## src/rtl/arm_pkg.sv

```systemverilog
// Shared definitions for the ARM execution sequencer: FSM states,
// condition-code encodings and NZCV bit positions.
package arm_pkg;

  typedef enum logic [2:0] {
    ST_IDLE,
    ST_FETCH,
    ST_DECODE,
    ST_EXEC,
    ST_MULT,
    ST_WB
  } state_t;

  localparam logic [3:0] COND_EQ = 4'h0;
  localparam logic [3:0] COND_NE = 4'h1;
  localparam logic [3:0] COND_CS = 4'h2;
  localparam logic [3:0] COND_CC = 4'h3;
  localparam logic [3:0] COND_MI = 4'h4;
  localparam logic [3:0] COND_PL = 4'h5;
  localparam logic [3:0] COND_VS = 4'h6;
  localparam logic [3:0] COND_VC = 4'h7;
  localparam logic [3:0] COND_HI = 4'h8;
  localparam logic [3:0] COND_LS = 4'h9;
  localparam logic [3:0] COND_GE = 4'hA;
  localparam logic [3:0] COND_LT = 4'hB;
  localparam logic [3:0] COND_GT = 4'hC;
  localparam logic [3:0] COND_LE = 4'hD;
  localparam logic [3:0] COND_AL = 4'hE;

  localparam int NZCV_N = 3;
  localparam int NZCV_Z = 2;
  localparam int NZCV_C = 1;
  localparam int NZCV_V = 0;

endpackage

```

## src/rtl/arm_cond_check.sv

```systemverilog
// Combinational ARM condition-field evaluator; the reserved code 4'hF
// is treated as always.
module arm_cond_check
  import arm_pkg::*;
(
  input  logic [3:0] cond,
  input  logic [3:0] nzcv,
  output logic       pass
);

  logic w_n, w_z, w_c, w_v;

  assign w_n = nzcv[NZCV_N];
  assign w_z = nzcv[NZCV_Z];
  assign w_c = nzcv[NZCV_C];
  assign w_v = nzcv[NZCV_V];

  always_comb begin
    pass = 1'b1;
    case (cond)
      COND_EQ: pass = w_z;
      COND_NE: pass = ~w_z;
      COND_CS: pass = w_c;
      COND_CC: pass = ~w_c;
      COND_MI: pass = w_n;
      COND_PL: pass = ~w_n;
      COND_VS: pass = w_v;
      COND_VC: pass = ~w_v;
      COND_HI: pass = w_c & ~w_z;
      COND_LS: pass = ~w_c | w_z;
      COND_GE: pass = (w_n == w_v);
      COND_LT: pass = (w_n != w_v);
      COND_GT: pass = ~w_z & (w_n == w_v);
      COND_LE: pass = w_z | (w_n != w_v);
      default: pass = 1'b1;
    endcase
  end

endmodule

```

## src/rtl/arm_exec_sequencer.sv

```systemverilog
// Fetch/decode/execute/writeback sequencer for one ARM instruction at a time.
// Define ARM_EXEC_COND_EN to enable condition-code evaluation and skipping.
module arm_exec_sequencer
  import arm_pkg::*;
#(
  parameter int MULT_LAT = 4,
  parameter int CNT_W    = 32
) (
  input  logic             clk,
  input  logic             rst_n,
  input  logic             run,
  output logic             fetch_req,
  input  logic             fetch_ack,
  input  logic [31:0]      fetch_data,
  output logic [31:0]      ir,
  output logic             dec_active,
  input  logic             dec_reg_w,
  input  logic             dec_mult_hot,
  input  logic             dec_s_on,
  input  logic [3:0]       flags_nzcv,
  output logic             alu_en,
  output logic             mult_en,
  output logic             reg_we,
  output logic             flags_we,
  output logic             pc_inc,
  output logic             skipped,
  output logic             busy,
  output logic [CNT_W-1:0] retired_cnt
);

  localparam int MC_W = 4;

  state_t           r_state;
  state_t           w_next_state;
  logic [31:0]      r_ir;
  logic             r_wr, r_sf, r_skp;
  logic [MC_W-1:0]  r_mcnt;
  logic [CNT_W-1:0] r_retired;
  logic             r_fetch_req, r_dec_active, r_alu_en, r_mult_en;
  logic             r_reg_we, r_flags_we, r_pc_inc, r_skipped, r_busy;
  logic             w_pass;
  logic             w_wr_next, w_sf_next, w_skp_next;

`ifdef ARM_EXEC_COND_EN
  arm_cond_check u_cond (
    .cond (r_ir[31:28]),
    .nzcv (flags_nzcv),
    .pass (w_pass)
  );
`else
  logic w_unused_nzcv;
  assign w_unused_nzcv = ^flags_nzcv;
  assign w_pass        = 1'b1;
`endif

  always_comb begin
    w_next_state = r_state;
    case (r_state)
      ST_IDLE:   if (run) w_next_state = ST_FETCH;
      ST_FETCH:  if (fetch_ack) w_next_state = ST_DECODE;
      ST_DECODE: begin
        if (!w_pass)           w_next_state = ST_WB;
        else if (dec_mult_hot) w_next_state = ST_MULT;
        else                   w_next_state = ST_EXEC;
      end
      ST_EXEC:   w_next_state = ST_WB;
      ST_MULT:   if (r_mcnt == '0) w_next_state = ST_WB;
      ST_WB:     w_next_state = run ? ST_FETCH : ST_IDLE;
      default:   w_next_state = ST_IDLE;
    endcase
  end

  // Latched decoder bits as they will be after this edge; the registered
  // outputs are decoded from these so they line up with the new state.
  always_comb begin
    w_wr_next  = (r_state == ST_DECODE) ? dec_reg_w : r_wr;
    w_sf_next  = (r_state == ST_DECODE) ? dec_s_on  : r_sf;
    w_skp_next = r_skp;
    if (r_state == ST_DECODE)  w_skp_next = ~w_pass;
    else if (r_state == ST_WB) w_skp_next = 1'b0;
  end

  always_ff @(posedge clk) begin
    if (!rst_n) begin
      r_state      <= ST_IDLE;
      r_ir         <= '0;
      r_wr         <= 1'b0;
      r_sf         <= 1'b0;
      r_skp        <= 1'b0;
      r_mcnt       <= '0;
      r_retired    <= '0;
      r_fetch_req  <= 1'b0;
      r_dec_active <= 1'b0;
      r_alu_en     <= 1'b0;
      r_mult_en    <= 1'b0;
      r_reg_we     <= 1'b0;
      r_flags_we   <= 1'b0;
      r_pc_inc     <= 1'b0;
      r_skipped    <= 1'b0;
      r_busy       <= 1'b0;
    end else begin
      r_state <= w_next_state;
      r_wr    <= w_wr_next;
      r_sf    <= w_sf_next;
      r_skp   <= w_skp_next;

      if (r_state == ST_FETCH && fetch_ack) r_ir <= fetch_data;

      // Loaded with MULT_LAT-1 so MULT is left on the cycle it reads zero.
      if (r_state == ST_DECODE)
        r_mcnt <= MC_W'(MULT_LAT - 1);
      else if (r_state == ST_MULT && r_mcnt != '0)
        r_mcnt <= r_mcnt - MC_W'(1);

      if (r_state == ST_WB) r_retired <= r_retired + CNT_W'(1);

      r_fetch_req  <= (w_next_state == ST_FETCH);
      r_dec_active <= (w_next_state == ST_DECODE);
      r_alu_en     <= (w_next_state == ST_EXEC);
      r_mult_en    <= (w_next_state == ST_MULT);
      r_pc_inc     <= (w_next_state == ST_WB);
      r_reg_we     <= (w_next_state == ST_WB) & w_wr_next & ~w_skp_next;
      r_flags_we   <= (w_next_state == ST_WB) & w_sf_next & ~w_skp_next;
`ifdef ARM_EXEC_COND_EN
      r_skipped    <= (w_next_state == ST_WB) & w_skp_next;
`else
      r_skipped    <= 1'b0;
`endif
      r_busy       <= (w_next_state != ST_IDLE);
    end
  end

  assign fetch_req   = r_fetch_req;
  assign ir          = r_ir;
  assign dec_active  = r_dec_active;
  assign alu_en      = r_alu_en;
  assign mult_en     = r_mult_en;
  assign reg_we      = r_reg_we;
  assign flags_we    = r_flags_we;
  assign pc_inc      = r_pc_inc;
  assign skipped     = r_skipped;
  assign busy        = r_busy;
  assign retired_cnt = r_retired;

endmodule

```

## config.mk

```make
export PLATFORM = sky130hd
export DESIGN_NAME = arm_exec_sequencer
export DESIGN_NICKNAME = d
export VERILOG_FILES = /design/src/rtl/arm_pkg.sv /design/src/rtl/arm_cond_check.sv /design/src/rtl/arm_exec_sequencer.sv
export SDC_FILE = /design/constraint.sdc
export NUM_CORES = 1
export LEC_CHECK = 0
export ABC_CLOCK_PERIOD_IN_PS = 5050
export BUFFER_PORTS_ARGS = -buffer_cell sky130_fd_sc_hd__buf_2
export CAP_MARGIN = 20
export CORE_MARGIN = 1.5
export CORE_UTILIZATION = 30
export CTS_CLUSTER_SIZE = 30
export DETAILED_ROUTE_END_ITERATION = 10
export SLEW_MARGIN = 20
export SYNTH_ARGS = -nofsm -noshare
export SYNTH_HDL_FRONTEND = slang
export SYNTH_SLANG_ARGS = --single-unit
```

## constraint.sdc

```tcl
create_clock -name clk -period 5.05 [get_ports clk]
set_clock_uncertainty 0.05 [all_clocks]
set_input_delay 0.505 -clock clk [delete_from_list [all_inputs] [get_ports clk]]
set_output_delay 0.505 -clock clk [all_outputs]
set_load 0.005 [all_outputs]
```

==> impl_metrics.py <==
metrics = {
    "outcome": {
        "outcome": "finished, final reports clean",
    },
    "worst_setup_path": {
        "critPathMaxFanout": 18,
        "r2r-start": "r_state[0]$_SDFF_PN0_",
        "r2r_slack_ns": 2.48,
        "worst_setup_path_start_kind": "flip-flop",
        "rr_endpoint": "retired_cnt[29]$_SDFFE_PN0N_",
        "crit_required_ns": 5.27,
        "reg2regPathDepth": 4,
        "cp_slowest_cell": "or4_1",
        "worstPathArrival_ns": 2.78,
        "worstSetupPathType": "flip-flop to flip-flop",
        "worstPathCellList": "and4b_1 > nand4_1 > or4_1 > a21oi_1",
        "max_stage_delay_ns": 0.71,
        "end_kind": "flip-flop",
    },
    "clocking": {
        "clock_path_buffers": 2,
        "cts-root-buf": "clkbuf_16",
        "postCtsSetupBuffers": 0,
        "cts_tree": "done",
        "hold_buffers": 0,
        "cts.clk_slew.worst_paths_ns": 0.06,
        "numCtsBuffers": 9,
        "htree_levels": 3,
        "clkLatencyLatePin_ns": 0.34,
        "cts_resized": 0,
        "cts_num_sinks": 82,
    },
    "drt": {
        "vias_per_cell": 4.92,
        "vias": 3159,
        "drtIter0Drc": 165,
        "wirelength_um": 8580,
        "drc_errors": 0,
        "wl_per_cell_um": 13.4,
        "antenna_left": 0,
        "drt_pass1_iterations": 4,
    },
    "sta": {
        "final-hold-violation-count": 0,
        "max-slew-margin-rel_pct": 54.4,
        "post-route-min-period_ns": 2.57,
        "tightest_slew_ns": 0.682,
        "rsz0062_at_grt": "false",
        "period_share_pct": 50.9,
        "timing.fmax_mhz": 389,
        "setup_tns_ns": 0,
        "setup_viol": 0,
        "drv_slew": 0,
    },
    "layout": {
        "finish.utilization_pct": 39.7,
        "antenna_cells": 0,
        "syn_to_final_growth_pct": 28.4,
        "finalNetCount": 542,
        "drive_gt1_share_pct": 26.5,
    },
    "synthesis": {
        "synth_compound_area_share_pct": 14.8,
        "synth_cell_types": 42,
        "ys_warn_count": 0,
        "async_flop_share_pct": 0,
        "synth-simple-area-share_pct": 26.9,
        "synth_area_mm2": 0.00338,
        "synth_xor_area_share_pct": 3.11,
        "synth-seq-cells": 82,
        "synthMuxAreaShare_pct": 1.48,
        "synth_fa_ha_area_share_pct": 0.740,
        "synth_fp_nets": 447,
        "syn_inst": 402,
        "avgSynthCellArea_um2": 8.41,
        "ys_seq_area_share_pct": 48.5,
        "synth-edff-count": 0,
        "synthFlopType": "dfxtp_1",
        "synth_top_family_by_area": "simple AND/OR/NAND/NOR gates",
    },
    "global_routing": {
        "grt_max_degree": 36,
        "grt_pass1_vias": 2934,
        "grtUsageTotal_pct": 14.9,
        "grt_overflow_total": 0,
        "grt_pass1_wl_um": 13800,
        "antenna_found_initial": 0,
    },
    "place": {
        "port_buffers": 110,
        "hpwl_um": 5920,
        "gp_congestion": 0.778,
    },
    "hold_path": {
        "holdCritPathClass": "input port to flip-flop",
        "holdPathStages": 3,
        "hold_end": "ir[21]$_SDFFE_PN0P_",
        "worstHoldStart": "fetch_data[21]",
    },
    "floorplan": {
        "die_h_um": 109,
        "dieWidth_um": 109,
        "die-area_mm2": 0.0119,
        "initial_utilization_pct": 30.9,
        "rows": 38,
        "ioPinCount": 116,
        "core_mm2": 0.0109,
    },
    "power_and_ir_drop": {
        "max-vdd-ir-drop_v": 0.000152,
        "p_leak_uw": 0.00177,
        "switching_share_pct": 21.6,
        "clockPowerShare_pct": 48.7,
        "combPwrFrac_pct": 6.8,
        "intPower_uw": 1190,
        "p_seq_share_pct": 44.5,
        "p_per_area_mw_per_mm2": 350,
        "switchingPower_uw": 328,
    },
    "flow_run": {
        "maxCapViolCount": 0,
    },
}
==> cell usage in the layout, fill, tap and decap left out, drive strengths merged, types with 2 or more instances in the layout <==
cell type	instances
nor3b	4
o31a	3
xnor2	6
nor2	25
o21ai	9
and3	2
or3	6
xor2	6
a21oi	52
inv	7
ha	2
bufinv	3
clkbuf	11
nand2b	4
nor3	4
dfxtp	82
nand3	11
o31ai	13
o21a	4
nand4	10
buf	112
nand2	79
or3b	3
nor4	5
or4	15
and4	5
mux2i	5
==> flip-flops by register name (all words and copies together) (netlist names) <==
name,cells
pc_inc,1
alu_en,1
r_state,3
busy,1
r_sf,1
r_skp,1
dec_active,1
retired_cnt,32
r_mcnt,4
reg_we,1
mult_en,1
r_wr,1
fetch_req,1
ir,32
flags_we,1
==> critical path: cells and delay by family (launching register included) <==
kind,cells,cell delay [ns]
and+or+nand+nor,3,1.78
DFF,1,0.52
AOI/OAI and AO/OA,1,0.15
==> power groups by stage <==
stage	sequential, uW	combinational, uW	clock, uW
6_report	677	103	741
5_1_grt	679	117	785
4_1_cts	677	106	762
3_5_place_dp	691	105	0
3_3_place_gp	691	103	0
2_1_floorplan	690	62.4	0
==> layout make-up <==
cell class                 instances  area [um2]
clock buffer                      11         233
multi-input combinational        285        1600
clock inverter                     5         103
tap                              140         175
inverter                           7        26.3
timing repair buffer             112         566
sequential                        82        1640
fill                            1149        6590
==> cells by family after synthesis <==
| logic type | after synthesis |
|---|---|
| simple gates | 180 |
| compound gates | 85 |
| flops | 82 |
| buf+inv | 35 |
| xor+xnor | 12 |
| mux | 5 |
| fa+ha+maj | 2 |
| other cells | 1 |
==> synth_stat cells (6+ instances only) <==
cell type	count	share of area (%)
a21oi_1	52	7.7
clkbuf_1	22	2.4
dfxtp_1	82	49
inv_1	7	0.78
nand2_1	79	8.8
nand3_1	11	1.6
nand4_1	10	1.8
nor2_1	25	2.8
o21ai_0	9	1.3
o31ai_1	13	2.9
or3_1	6	1.1
or4_1	15	3.3
xnor2_1	6	1.6
xor2_1	6	1.6
==> per-layer routing <==
layer | track usage, % | routed length (um)
met4 | 7.51 | 178
met3 | 3.77 | 441
met5 | 0 | 0
met2 | 26.3 | 4220
met1 | 16.6 | 3740
==> per-stage QoR <==
stage          total power [uW]  cells  instance area, um2  hold slack (ns)  worst slack [ns]
2_1_floorplan               752    402                3380            0.403              3.07
3_3_place_gp                793    626                4010            0.390              2.56
3_5_place_dp                797    626                4010            0.395              2.48
4_1_cts                    1540    642                4340            0.336              2.48
5_1_grt                    1580    642                4340            0.349              2.23
6_report                   1520    642                4340            0.352              2.48
==> worst max path at each step <==
stage                                start                            to  cells past startpoint
2_1_floorplan  retired_cnt[3]$_SDFFE_PN0N_  retired_cnt[26]$_SDFFE_PN0N_                      6
3_3_place_gp         r_state[2]$_SDFF_PN0_  retired_cnt[29]$_SDFFE_PN0N_                      4
3_5_place_dp         r_state[2]$_SDFF_PN0_  retired_cnt[27]$_SDFFE_PN0N_                      4
4_1_cts              r_state[2]$_SDFF_PN0_  retired_cnt[27]$_SDFFE_PN0N_                      4
5_1_grt              r_state[2]$_SDFF_PN0_  retired_cnt[29]$_SDFFE_PN0N_                      4
6_report             r_state[0]$_SDFF_PN0_  retired_cnt[29]$_SDFFE_PN0N_                      4
(Power assumes the default switching activity.)
